## src/rtl/conv_input_interface.sv

```systemverilog
`timescale 1ns/1ps
// -----------------------------------------------------------------------------
// conv_input_interface
//
// Input-side data mover for the convolution layer. It holds a
// KERNEL_SIZE x KERNEL_SIZE pixel window that is filled from the feature-map
// memory and streamed, one window row per cycle, to the kernel array.
//
// Command / acknowledge handshake with the layer controller:
//   cmd is sampled only while the FSM is IDLE. A non-IDLE code starts the
//   matching operation, and any cmd seen while busy is ignored. When the
//   operation is complete, ack carries the matching *_FIN code for exactly
//   one cycle. The controller may issue its next command in the cycle after
//   that ack.
//
// Memory read protocol:
//   mem_rd_en/mem_rd_addr are registered. mem_rd_data is valid exactly one
//   cycle after mem_rd_en.
//
// Ports:
//   clk          clock
//   rst          synchronous active-high reset
//   cmd          command: IDLE=0, PRELOAD=1, SHIFT=2, LOAD=3
//   ack          acknowledge: IDLE=0, PRELOAD_FIN=1, SHIFT_FIN=2, LOAD_FIN=3
//   mem_rd_en    memory read strobe
//   mem_rd_addr  read address (row * IMG_WIDTH + col)
//   mem_rd_data  read data, one cycle after mem_rd_en
//   row_out      one window row, column 0 in the LSBs
//   row_valid    row_out is valid
//   row_sel      index of the window row currently on row_out
//   frame_done   one-cycle pulse when the row band wraps
//   cmd_err      (only with CONV_INPUT_CMD_CHECK_EN) one-cycle pulse when a
//                command arrives while busy, or on a LOAD at the right edge
//
// Optional feature macro: CONV_INPUT_CMD_CHECK_EN
// -----------------------------------------------------------------------------
module conv_input_interface #(
    parameter int DATA_WIDTH  = 8,
    parameter int KERNEL_SIZE = 3,
    parameter int IMG_WIDTH   = 6,
    parameter int IMG_HEIGHT  = 6,
    parameter int ADDR_WIDTH  = 6
) (
    input  logic                              clk,
    input  logic                              rst,
    input  logic [1:0]                        cmd,
    output logic [1:0]                        ack,
    output logic                              mem_rd_en,
    output logic [ADDR_WIDTH-1:0]             mem_rd_addr,
    input  logic [DATA_WIDTH-1:0]             mem_rd_data,
    output logic [KERNEL_SIZE*DATA_WIDTH-1:0] row_out,
    output logic                              row_valid,
    output logic [1:0]                        row_sel,
    output logic                              frame_done
`ifdef CONV_INPUT_CMD_CHECK_EN
   ,output logic                              cmd_err
`endif
);

    localparam int RW = (IMG_HEIGHT > 1) ? $clog2(IMG_HEIGHT) : 1;
    localparam int CW = (IMG_WIDTH > 1) ? $clog2(IMG_WIDTH) : 1;
    localparam int KW = (KERNEL_SIZE > 1) ? $clog2(KERNEL_SIZE) : 1;

    // Last legal top row of a band and last legal left column of the window.
    localparam logic [RW-1:0] BAND_LAST = RW'(IMG_HEIGHT - KERNEL_SIZE);
    localparam logic [CW-1:0] COL_LAST  = CW'(IMG_WIDTH - KERNEL_SIZE);
    localparam logic [KW-1:0] K_LAST    = KW'(KERNEL_SIZE - 1);
    localparam logic [1:0]    SEL_LAST  = 2'(KERNEL_SIZE - 1);

    localparam logic [1:0] CMD_IDLE    = 2'd0;
    localparam logic [1:0] CMD_PRELOAD = 2'd1;
    localparam logic [1:0] CMD_SHIFT   = 2'd2;
    localparam logic [1:0] CMD_LOAD    = 2'd3;

    localparam logic [1:0] ACK_IDLE        = 2'd0;
    localparam logic [1:0] ACK_PRELOAD_FIN = 2'd1;
    localparam logic [1:0] ACK_SHIFT_FIN   = 2'd2;
    localparam logic [1:0] ACK_LOAD_FIN    = 2'd3;

    typedef enum logic [2:0] {
        S_IDLE    = 3'd0,
        S_PRELOAD = 3'd1,
        S_SHIFT   = 3'd2,
        S_LOAD    = 3'd3,
        S_ACK     = 3'd4
    } state_t;

    state_t                              state_q;
    logic [1:0]                          ack_q;
    logic                                mem_rd_en_q;
    logic [ADDR_WIDTH-1:0]               mem_rd_addr_q;
    logic [KERNEL_SIZE*DATA_WIDTH-1:0]   row_out_q;
    logic                                row_valid_q;
    logic [1:0]                          row_sel_q;
    logic                                frame_done_q;
`ifdef CONV_INPUT_CMD_CHECK_EN
    logic                                cmd_err_q;
`endif

    // Marks that mem_rd_data carries the reply to last cycle's read.
    logic                                rd_vld_q;

    // Window row/column of the read currently on the bus, and of the reply
    // being captured. They differ by one read because of memory latency.
    logic [KW-1:0]                       iss_r_q;
    logic [KW-1:0]                       iss_c_q;
    logic [KW-1:0]                       cap_r_q;
    logic [KW-1:0]                       cap_c_q;

    // row_base is the band the next PRELOAD fetches. band_q is the band the
    // window actually holds, which LOAD needs after row_base has advanced.
    logic [RW-1:0]                       row_base_q;
    logic [RW-1:0]                       band_q;
    logic [CW-1:0]                       col_base_q;

    logic [DATA_WIDTH-1:0]               win_q [KERNEL_SIZE][KERNEL_SIZE];

    // Next-state helpers
    logic [KW-1:0]                       iss_r_d;
    logic [KW-1:0]                       iss_c_d;
    logic [ADDR_WIDTH-1:0]               pre_addr_d;
    logic [ADDR_WIDTH-1:0]               load_addr_d;
    logic [1:0]                          sel_next;
    logic [KERNEL_SIZE*DATA_WIDTH-1:0]   row_first_d;
    logic [KERNEL_SIZE*DATA_WIDTH-1:0]   row_next_d;

    function automatic logic [ADDR_WIDTH-1:0] pix_addr(
        input logic [ADDR_WIDTH-1:0] row,
        input logic [ADDR_WIDTH-1:0] col
    );
        return row * ADDR_WIDTH'(IMG_WIDTH) + col;
    endfunction

    // Raster-order successor of the current PRELOAD read and the addresses
    // of the next PRELOAD / LOAD reads.
    always_comb begin
        iss_c_d     = iss_c_q + KW'(1);
        iss_r_d     = iss_r_q;
        if (iss_c_q == K_LAST) begin
            iss_c_d = '0;
            iss_r_d = iss_r_q + KW'(1);
        end
        pre_addr_d  = pix_addr(ADDR_WIDTH'(row_base_q) + ADDR_WIDTH'(iss_r_d),
                               ADDR_WIDTH'(iss_c_d));
        load_addr_d = pix_addr(ADDR_WIDTH'(band_q) + ADDR_WIDTH'(iss_r_q) + ADDR_WIDTH'(1),
                               ADDR_WIDTH'(col_base_q) + ADDR_WIDTH'(KERNEL_SIZE));
    end

    assign sel_next = row_sel_q + 2'd1;

    // Packed window rows for SHIFT: row 0 at the start, and the row after
    // the one currently presented.
    always_comb begin
        row_first_d = '0;
        row_next_d  = '0;
        for (int c = 0; c < KERNEL_SIZE; c++) begin
            row_first_d[c*DATA_WIDTH +: DATA_WIDTH] = win_q[0][c];
            row_next_d[c*DATA_WIDTH +: DATA_WIDTH]  = win_q[sel_next][c];
        end
    end

    always_ff @(posedge clk) begin
        if (rst) begin
            state_q       <= S_IDLE;
            ack_q         <= ACK_IDLE;
            mem_rd_en_q   <= 1'b0;
            mem_rd_addr_q <= '0;
            row_out_q     <= '0;
            row_valid_q   <= 1'b0;
            row_sel_q     <= '0;
            frame_done_q  <= 1'b0;
`ifdef CONV_INPUT_CMD_CHECK_EN
            cmd_err_q     <= 1'b0;
`endif
            rd_vld_q      <= 1'b0;
            iss_r_q       <= '0;
            iss_c_q       <= '0;
            cap_r_q       <= '0;
            cap_c_q       <= '0;
            row_base_q    <= '0;
            band_q        <= '0;
            col_base_q    <= '0;
            for (int r = 0; r < KERNEL_SIZE; r++) begin
                for (int c = 0; c < KERNEL_SIZE; c++) begin
                    win_q[r][c] <= '0;
                end
            end
        end else begin
            rd_vld_q <= mem_rd_en_q;
`ifdef CONV_INPUT_CMD_CHECK_EN
            // A command while busy is only flagged; the FSM never reacts to it.
            cmd_err_q <= (state_q != S_IDLE) && (cmd != CMD_IDLE);
`endif
            case (state_q)
                S_IDLE: begin
                    ack_q        <= ACK_IDLE;
                    frame_done_q <= 1'b0;
                    case (cmd)
                        CMD_PRELOAD: begin
                            state_q       <= S_PRELOAD;
                            col_base_q    <= '0;
                            mem_rd_en_q   <= 1'b1;
                            mem_rd_addr_q <= pix_addr(ADDR_WIDTH'(row_base_q), '0);
                            iss_r_q       <= '0;
                            iss_c_q       <= '0;
                            cap_r_q       <= '0;
                            cap_c_q       <= '0;
                        end
                        CMD_SHIFT: begin
                            state_q     <= S_SHIFT;
                            row_valid_q <= 1'b1;
                            row_sel_q   <= '0;
                            row_out_q   <= row_first_d;
                        end
                        CMD_LOAD: begin
                            if (col_base_q == COL_LAST) begin
                                // Window already at the right edge: nothing
                                // to fetch, acknowledge straight away.
                                state_q <= S_ACK;
                                ack_q   <= ACK_LOAD_FIN;
`ifdef CONV_INPUT_CMD_CHECK_EN
                                cmd_err_q <= 1'b1;
`endif
                            end else begin
                                state_q       <= S_LOAD;
                                mem_rd_en_q   <= 1'b1;
                                mem_rd_addr_q <= pix_addr(ADDR_WIDTH'(band_q),
                                                          ADDR_WIDTH'(col_base_q) + ADDR_WIDTH'(KERNEL_SIZE));
                                iss_r_q       <= '0;
                                cap_r_q       <= '0;
                            end
                        end
                        default: ;
                    endcase
                end

                S_PRELOAD: begin
                    if (mem_rd_en_q) begin
                        if ((iss_r_q == K_LAST) && (iss_c_q == K_LAST)) begin
                            mem_rd_en_q   <= 1'b0;
                            mem_rd_addr_q <= '0;
                        end else begin
                            iss_r_q       <= iss_r_d;
                            iss_c_q       <= iss_c_d;
                            mem_rd_addr_q <= pre_addr_d;
                        end
                    end
                    if (rd_vld_q) begin
                        win_q[cap_r_q][cap_c_q] <= mem_rd_data;
                        if ((cap_r_q == K_LAST) && (cap_c_q == K_LAST)) begin
                            state_q <= S_ACK;
                            ack_q   <= ACK_PRELOAD_FIN;
                            band_q  <= row_base_q;
                            if (row_base_q == BAND_LAST) begin
                                row_base_q   <= '0;
                                frame_done_q <= 1'b1;
                            end else begin
                                row_base_q   <= row_base_q + RW'(1);
                            end
                        end else if (cap_c_q == K_LAST) begin
                            cap_c_q <= '0;
                            cap_r_q <= cap_r_q + KW'(1);
                        end else begin
                            cap_c_q <= cap_c_q + KW'(1);
                        end
                    end
                end

                S_LOAD: begin
                    if (mem_rd_en_q) begin
                        if (iss_r_q == K_LAST) begin
                            mem_rd_en_q   <= 1'b0;
                            mem_rd_addr_q <= '0;
                        end else begin
                            iss_r_q       <= iss_r_q + KW'(1);
                            mem_rd_addr_q <= load_addr_d;
                        end
                    end
                    if (rd_vld_q) begin
                        // Each window row is shifted exactly once, as its new
                        // right-hand pixel arrives.
                        for (int c = 0; c < KERNEL_SIZE - 1; c++) begin
                            win_q[cap_r_q][c] <= win_q[cap_r_q][c+1];
                        end
                        win_q[cap_r_q][KERNEL_SIZE-1] <= mem_rd_data;
                        if (cap_r_q == K_LAST) begin
                            state_q    <= S_ACK;
                            ack_q      <= ACK_LOAD_FIN;
                            col_base_q <= col_base_q + CW'(1);
                        end else begin
                            cap_r_q <= cap_r_q + KW'(1);
                        end
                    end
                end

                S_SHIFT: begin
                    if (row_sel_q == SEL_LAST) begin
                        state_q     <= S_ACK;
                        ack_q       <= ACK_SHIFT_FIN;
                        row_valid_q <= 1'b0;
                        row_sel_q   <= '0;
                        row_out_q   <= '0;
                    end else begin
                        row_sel_q <= sel_next;
                        row_out_q <= row_next_d;
                    end
                end

                S_ACK: begin
                    state_q      <= S_IDLE;
                    ack_q        <= ACK_IDLE;
                    frame_done_q <= 1'b0;
                end

                default: begin
                    state_q <= S_IDLE;
                end
            endcase
        end
    end

    assign ack         = ack_q;
    assign mem_rd_en   = mem_rd_en_q;
    assign mem_rd_addr = mem_rd_addr_q;
    assign row_out     = row_out_q;
    assign row_valid   = row_valid_q;
    assign row_sel     = row_sel_q;
    assign frame_done  = frame_done_q;
`ifdef CONV_INPUT_CMD_CHECK_EN
    assign cmd_err     = cmd_err_q;
`endif

endmodule

```

## config.mk

```make
export PLATFORM = sky130hd
export DESIGN_NAME = conv_input_interface
export DESIGN_NICKNAME = d
export VERILOG_FILES = /design/src/rtl/conv_input_interface.sv
export SDC_FILE = /design/constraint.sdc
export NUM_CORES = 1
export LEC_CHECK = 0
export ABC_AREA = 1
export BUFFER_PORTS_ARGS = -buffer_cell sky130_fd_sc_hd__buf_4
export CORE_ASPECT_RATIO = 1.1
export CORE_MARGIN = 2
export CORE_UTILIZATION = 35
export CTS_BUF_LIST = sky130_fd_sc_hd__clkbuf_4 sky130_fd_sc_hd__clkbuf_8 sky130_fd_sc_hd__clkbuf_16
export CTS_CLUSTER_DIAMETER = 100
export DETAILED_ROUTE_END_ITERATION = 16
export GPL_TIMING_DRIVEN = 0
export PLACE_DENSITY_LB_ADDON = 0.1
export RECOVER_POWER = 25
export REMOVE_ABC_BUFFERS = 1
export SYNTH_ARGS = -nofsm -noshare
export SYNTH_HDL_FRONTEND = slang
export SYNTH_SLANG_ARGS = --single-unit
export TNS_END_PERCENT = 1
```

## constraint.sdc

```tcl
create_clock -name clk -period 3.3 [get_ports clk]
set_clock_uncertainty 0.2 [all_clocks]
set_input_delay 0.66 -clock clk [delete_from_list [all_inputs] [get_ports clk]]
set_output_delay 0.66 -clock clk [all_outputs]
set_load 0.01 [all_outputs]
```

==> results.sh <==
export IMPL_power_density_nw_per_um2=719
export IMPL_tightest_slew_ns=1.23
export IMPL_dr_total_vias=7201
export IMPL_rows=60
export IMPL_io_pins=49
export IMPL_die_y_um=169
export IMPL_synth_top_area_cell="edfxtp_1"
export IMPL_grtUsageMet1_pct=24.8
export IMPL_grt_max_degree=49
export IMPL_synth_top_area_share_pct=33.3
export IMPL_peakVddDrop_uv=306
export IMPL_placed_area_um2=9250
export IMPL_yosys_warnings=0
export IMPL_place_ws_ns=-0.501
export IMPL_drive_gt1_share_pct=13.2
export IMPL_hold_path_class="reg2reg"
export IMPL_h_tree_depth=4
export IMPL_endpoint_kind="flip-flop"
export IMPL_ys_seq_area_share_pct=47.2
export IMPL_stdcell_area_um2=9930
export IMPL_max_slew_margin_pct=18.0
export IMPL_path_max_fanout=4
export IMPL_pwr_share_clk_pct=26.5
export IMPL_first_pass_iters=5
export IMPL_synthArstFlopShare_pct=0
export IMPL_grt_overflow_total=0
export IMPL_timing_final_crit_share_pct=96.2
export IMPL_fin_nets=1120
export IMPL_syn_instance_count=1042
export IMPL_max_freq_ghz=0.315
export IMPL_area_growth_syn_to_layout_pct=14.6
export IMPL_dieArea_um2=26000
export IMPL_pwr_share_comb_pct=37.0
export IMPL_portBuffers=48
export IMPL_root_buffer="clkbuf_16"
export IMPL_min_period_ns=3.17
export IMPL_cts_buffer_depth=2
export IMPL_die_w_um=154
export IMPL_routabilityCongestion=0.797
export IMPL_synth_ff_latch_count=156
export IMPL_critPathKind="reg2reg"
export IMPL_synth_flop_cell="edfxtp_1"
export IMPL_synth_area_leaders="edfxtp_1, dfxtp_1, nor2_1, o21ai_0, nand2_1"
export IMPL_layout_common_cells="nor2_1, nand2_1, o21ai_0, inv_1, edfxtp_1"
export IMPL_viasPerCell=5.18
export IMPL_syn_area_um2=8660
export IMPL_crit_family="adder cells"
export IMPL_antenna_found_initial=0
export IMPL_final_cells=1389
export IMPL_wl_per_cell_um=17.9
export IMPL_slowest_delay_ns=0.57
export IMPL_cts_buffers=17
export IMPL_max_cap_violations=0
export IMPL_busiest_layer="met2"
export IMPL_hpwl_um=15900
export IMPL_worst_slack_ns=0.125
export IMPL_grt_met3_usage_pct=3.00
export IMPL_initial_core_util_pct=35.5
export IMPL_critPathArrivalTime_ns=3.30
export IMPL_power_switching_uw=2860
export IMPL_slew_viol_final=0
export IMPL_place_inst=1356
export IMPL_drtIter0Drc=464
export IMPL_outcome="finished clean"
export IMPL_synthDistinctLibCells=45
export IMPL_clk_latency_ns=0.43
export IMPL_hold_violations=0
export IMPL_finalSetupViolations=0
export IMPL_coreArea_um2=24400
export IMPL_worst_path_max_delay_cell="fa_1"
export IMPL_track_usage_pct=19.6
export IMPL_first_global_vias=6961
export IMPL_p_seq_share_pct=36.5
export IMPL_wl_um=24900
export IMPL_swShare_pct=40.0
export IMPL_post_route_util_pct=40.7
export IMPL_cts_sinks=156
export IMPL_synth_edff_count=96
export IMPL_p_int_uw=4280
export IMPL_p_leak_uw=0.00407
export IMPL_diodes=0
export IMPL_start_kind="flip-flop"
export IMPL_clk_pin_slew_worst_paths_ns=0.07
export IMPL_final_fill_count=2494
export IMPL_cp_cell_sequence="inv_4, ha_4, o21ai_4, inv_1, fa_1, inv_2, ha_4, fa_1, nand3_1, xnor2_1, nor2_1, nor2_1, nand3_1, nand2_1, inv_1"
export IMPL_post_route_drc_count=0
export IMPL_drtAntennaViolNets=0
export IMPL_grtUsageMet2_pct=34.5
export IMPL_cp_required_ns=3.43
export IMPL_crit_buf_inv=4
export IMPL_rsz0062_at_grt="true"
export IMPL_cts_tree="done"
export IMPL_grt_pass1_wl_um=39200
export IMPL_final_common_cell="nor2_1"
export IMPL_synth_area_per_cell_um2=8.31
export IMPL_tns_ns=0
==> per-layer routing <==
layer  wire [um]  vias up
met5           0        -
met4         450        0
met3         954       32
met2       12400      158
met1       11100     3417
li1            -     3594
==> state kept, by name, summed over array words and instances (netlist names), 2 cells and up, named ones only <==
signal	count
win_q	96
row_out	24
mem_rd_addr	6
band_q	3
col_base_q	3
row_base_q	3
state_q	3
ack	2
cap_c_q	2
cap_r_q	2
iss_c_q	2
iss_r_q	2
row_sel	2
==> path summary, 6_finish.rpt <==
path              start        endpoint  slack (ns)  cells after the start
min              ack[1]          ack[1]        0.27                      2
max          iss_r_q[0]  mem_rd_addr[4]        0.13                     15
min reg2reg      ack[1]          ack[1]        0.27                      2
max reg2reg  iss_r_q[0]  mem_rd_addr[4]        0.13                     15
==> cells by family (layout without fill, tap and decap cells) <==
logic type               count (synthesis)  count (layout)  share of synthesized area [%]
buffers and inverters                  154             191                           7.02
AO/OA/AOI/OAI                          235             235                           15.4
XOR/XNOR                                 9               9                          0.910
flip-flops                             156             156                           47.2
AND/OR/NAND/NOR                        446             446                           22.7
adder cells (fa/ha/maj)                 42              42                           6.76
==> through the flow <==
stage / hold WS, ns / power (uW)
finish: 0.272 / 7140
global route: 0.290 / 7640
floorplan: 0.255 / 4210
detailed placement: 0.260 / 5220
CTS: 0.272 / 7120
global placement: 0.259 / 5180
==> final cells by class <==
| class | instances | area [um2] | area share (%) |
|---|---|---|---|
| multi-input cells | 732 | 4070 | 41.0 |
| clock inverters | 15 | 131 | 1.32 |
| repair inverters | 1 | 7.51 | 0.0756 |
| repair buffers | 50 | 400 | 4.03 |
| inverters | 108 | 412 | 4.15 |
| flip-flops and latches | 156 | 4090 | 41.2 |
| well taps | 310 | 388 | 3.91 |
| clock buffers | 17 | 425 | 4.29 |
==> power by group through the flow <==
stage / clock (uW) / sequential, uW / combinational [uW]
floorplan: 0 / 2670 / 1540
global placement: 0 / 2680 / 2500
detailed placement: 0 / 2640 / 2590
CTS: 1920 / 2600 / 2610
global route: 1990 / 2650 / 3000
finish: 1890 / 2610 / 2640
==> synthesized netlist by cell type, types with 2 or more instances <==
| master | count |
|---|---|
| buf_6 | 2 |
| o22ai_1 | 2 |
| o32ai_1 | 22 |
| o221ai_1 | 14 |
| nor3_4 | 2 |
| nor2_1 | 205 |
| nor2_4 | 2 |
| nand3_2 | 2 |
| inv_2 | 5 |
| nand2_4 | 3 |
| a21oi_1 | 64 |
| nand2_1 | 143 |
| a211oi_1 | 3 |
| ha_1 | 34 |
| nand4_1 | 4 |
| or2_2 | 9 |
| buf_2 | 6 |
| o21ai_0 | 122 |
| clkbuf_1 | 32 |
| nand3_1 | 57 |
| xnor2_1 | 5 |
| o211ai_1 | 3 |
| dfxtp_1 | 60 |
| nor3_1 | 3 |
| xor2_1 | 4 |
| edfxtp_1 | 96 |
| inv_1 | 102 |
| buf_1 | 4 |
| or2_1 | 2 |
| fa_1 | 8 |
| buf_4 | 2 |
| nand4_4 | 4 |
| a31oi_1 | 2 |
| nand2_2 | 3 |
==> what timing repair did <==
item                       in CTS  in global routing
hold buffers                    0                  0
hold endpoints to repair        0                  0
cloned                          0                  1
setup buffers                   0                  0
gates resized for setup         3                 27
setup endpoints to repair      51                105
pin swaps                       0                  5
==> worst reg2reg max path, cell delays in order, from the launching register on <==
cell	delay [ns]
dfxtp_2	0.35
inv_4	0.06
ha_4	0.25
o21ai_4	0.18
inv_1	0.08
fa_1	0.53
inv_2	0.07
ha_4	0.17
fa_1	0.58
nand3_1	0.10
xnor2_1	0.15
nor2_1	0.06
nor2_1	0.12
nand3_1	0.09
nand2_1	0.06
inv_1	0.03
Power figures use the tool's default switching activity.
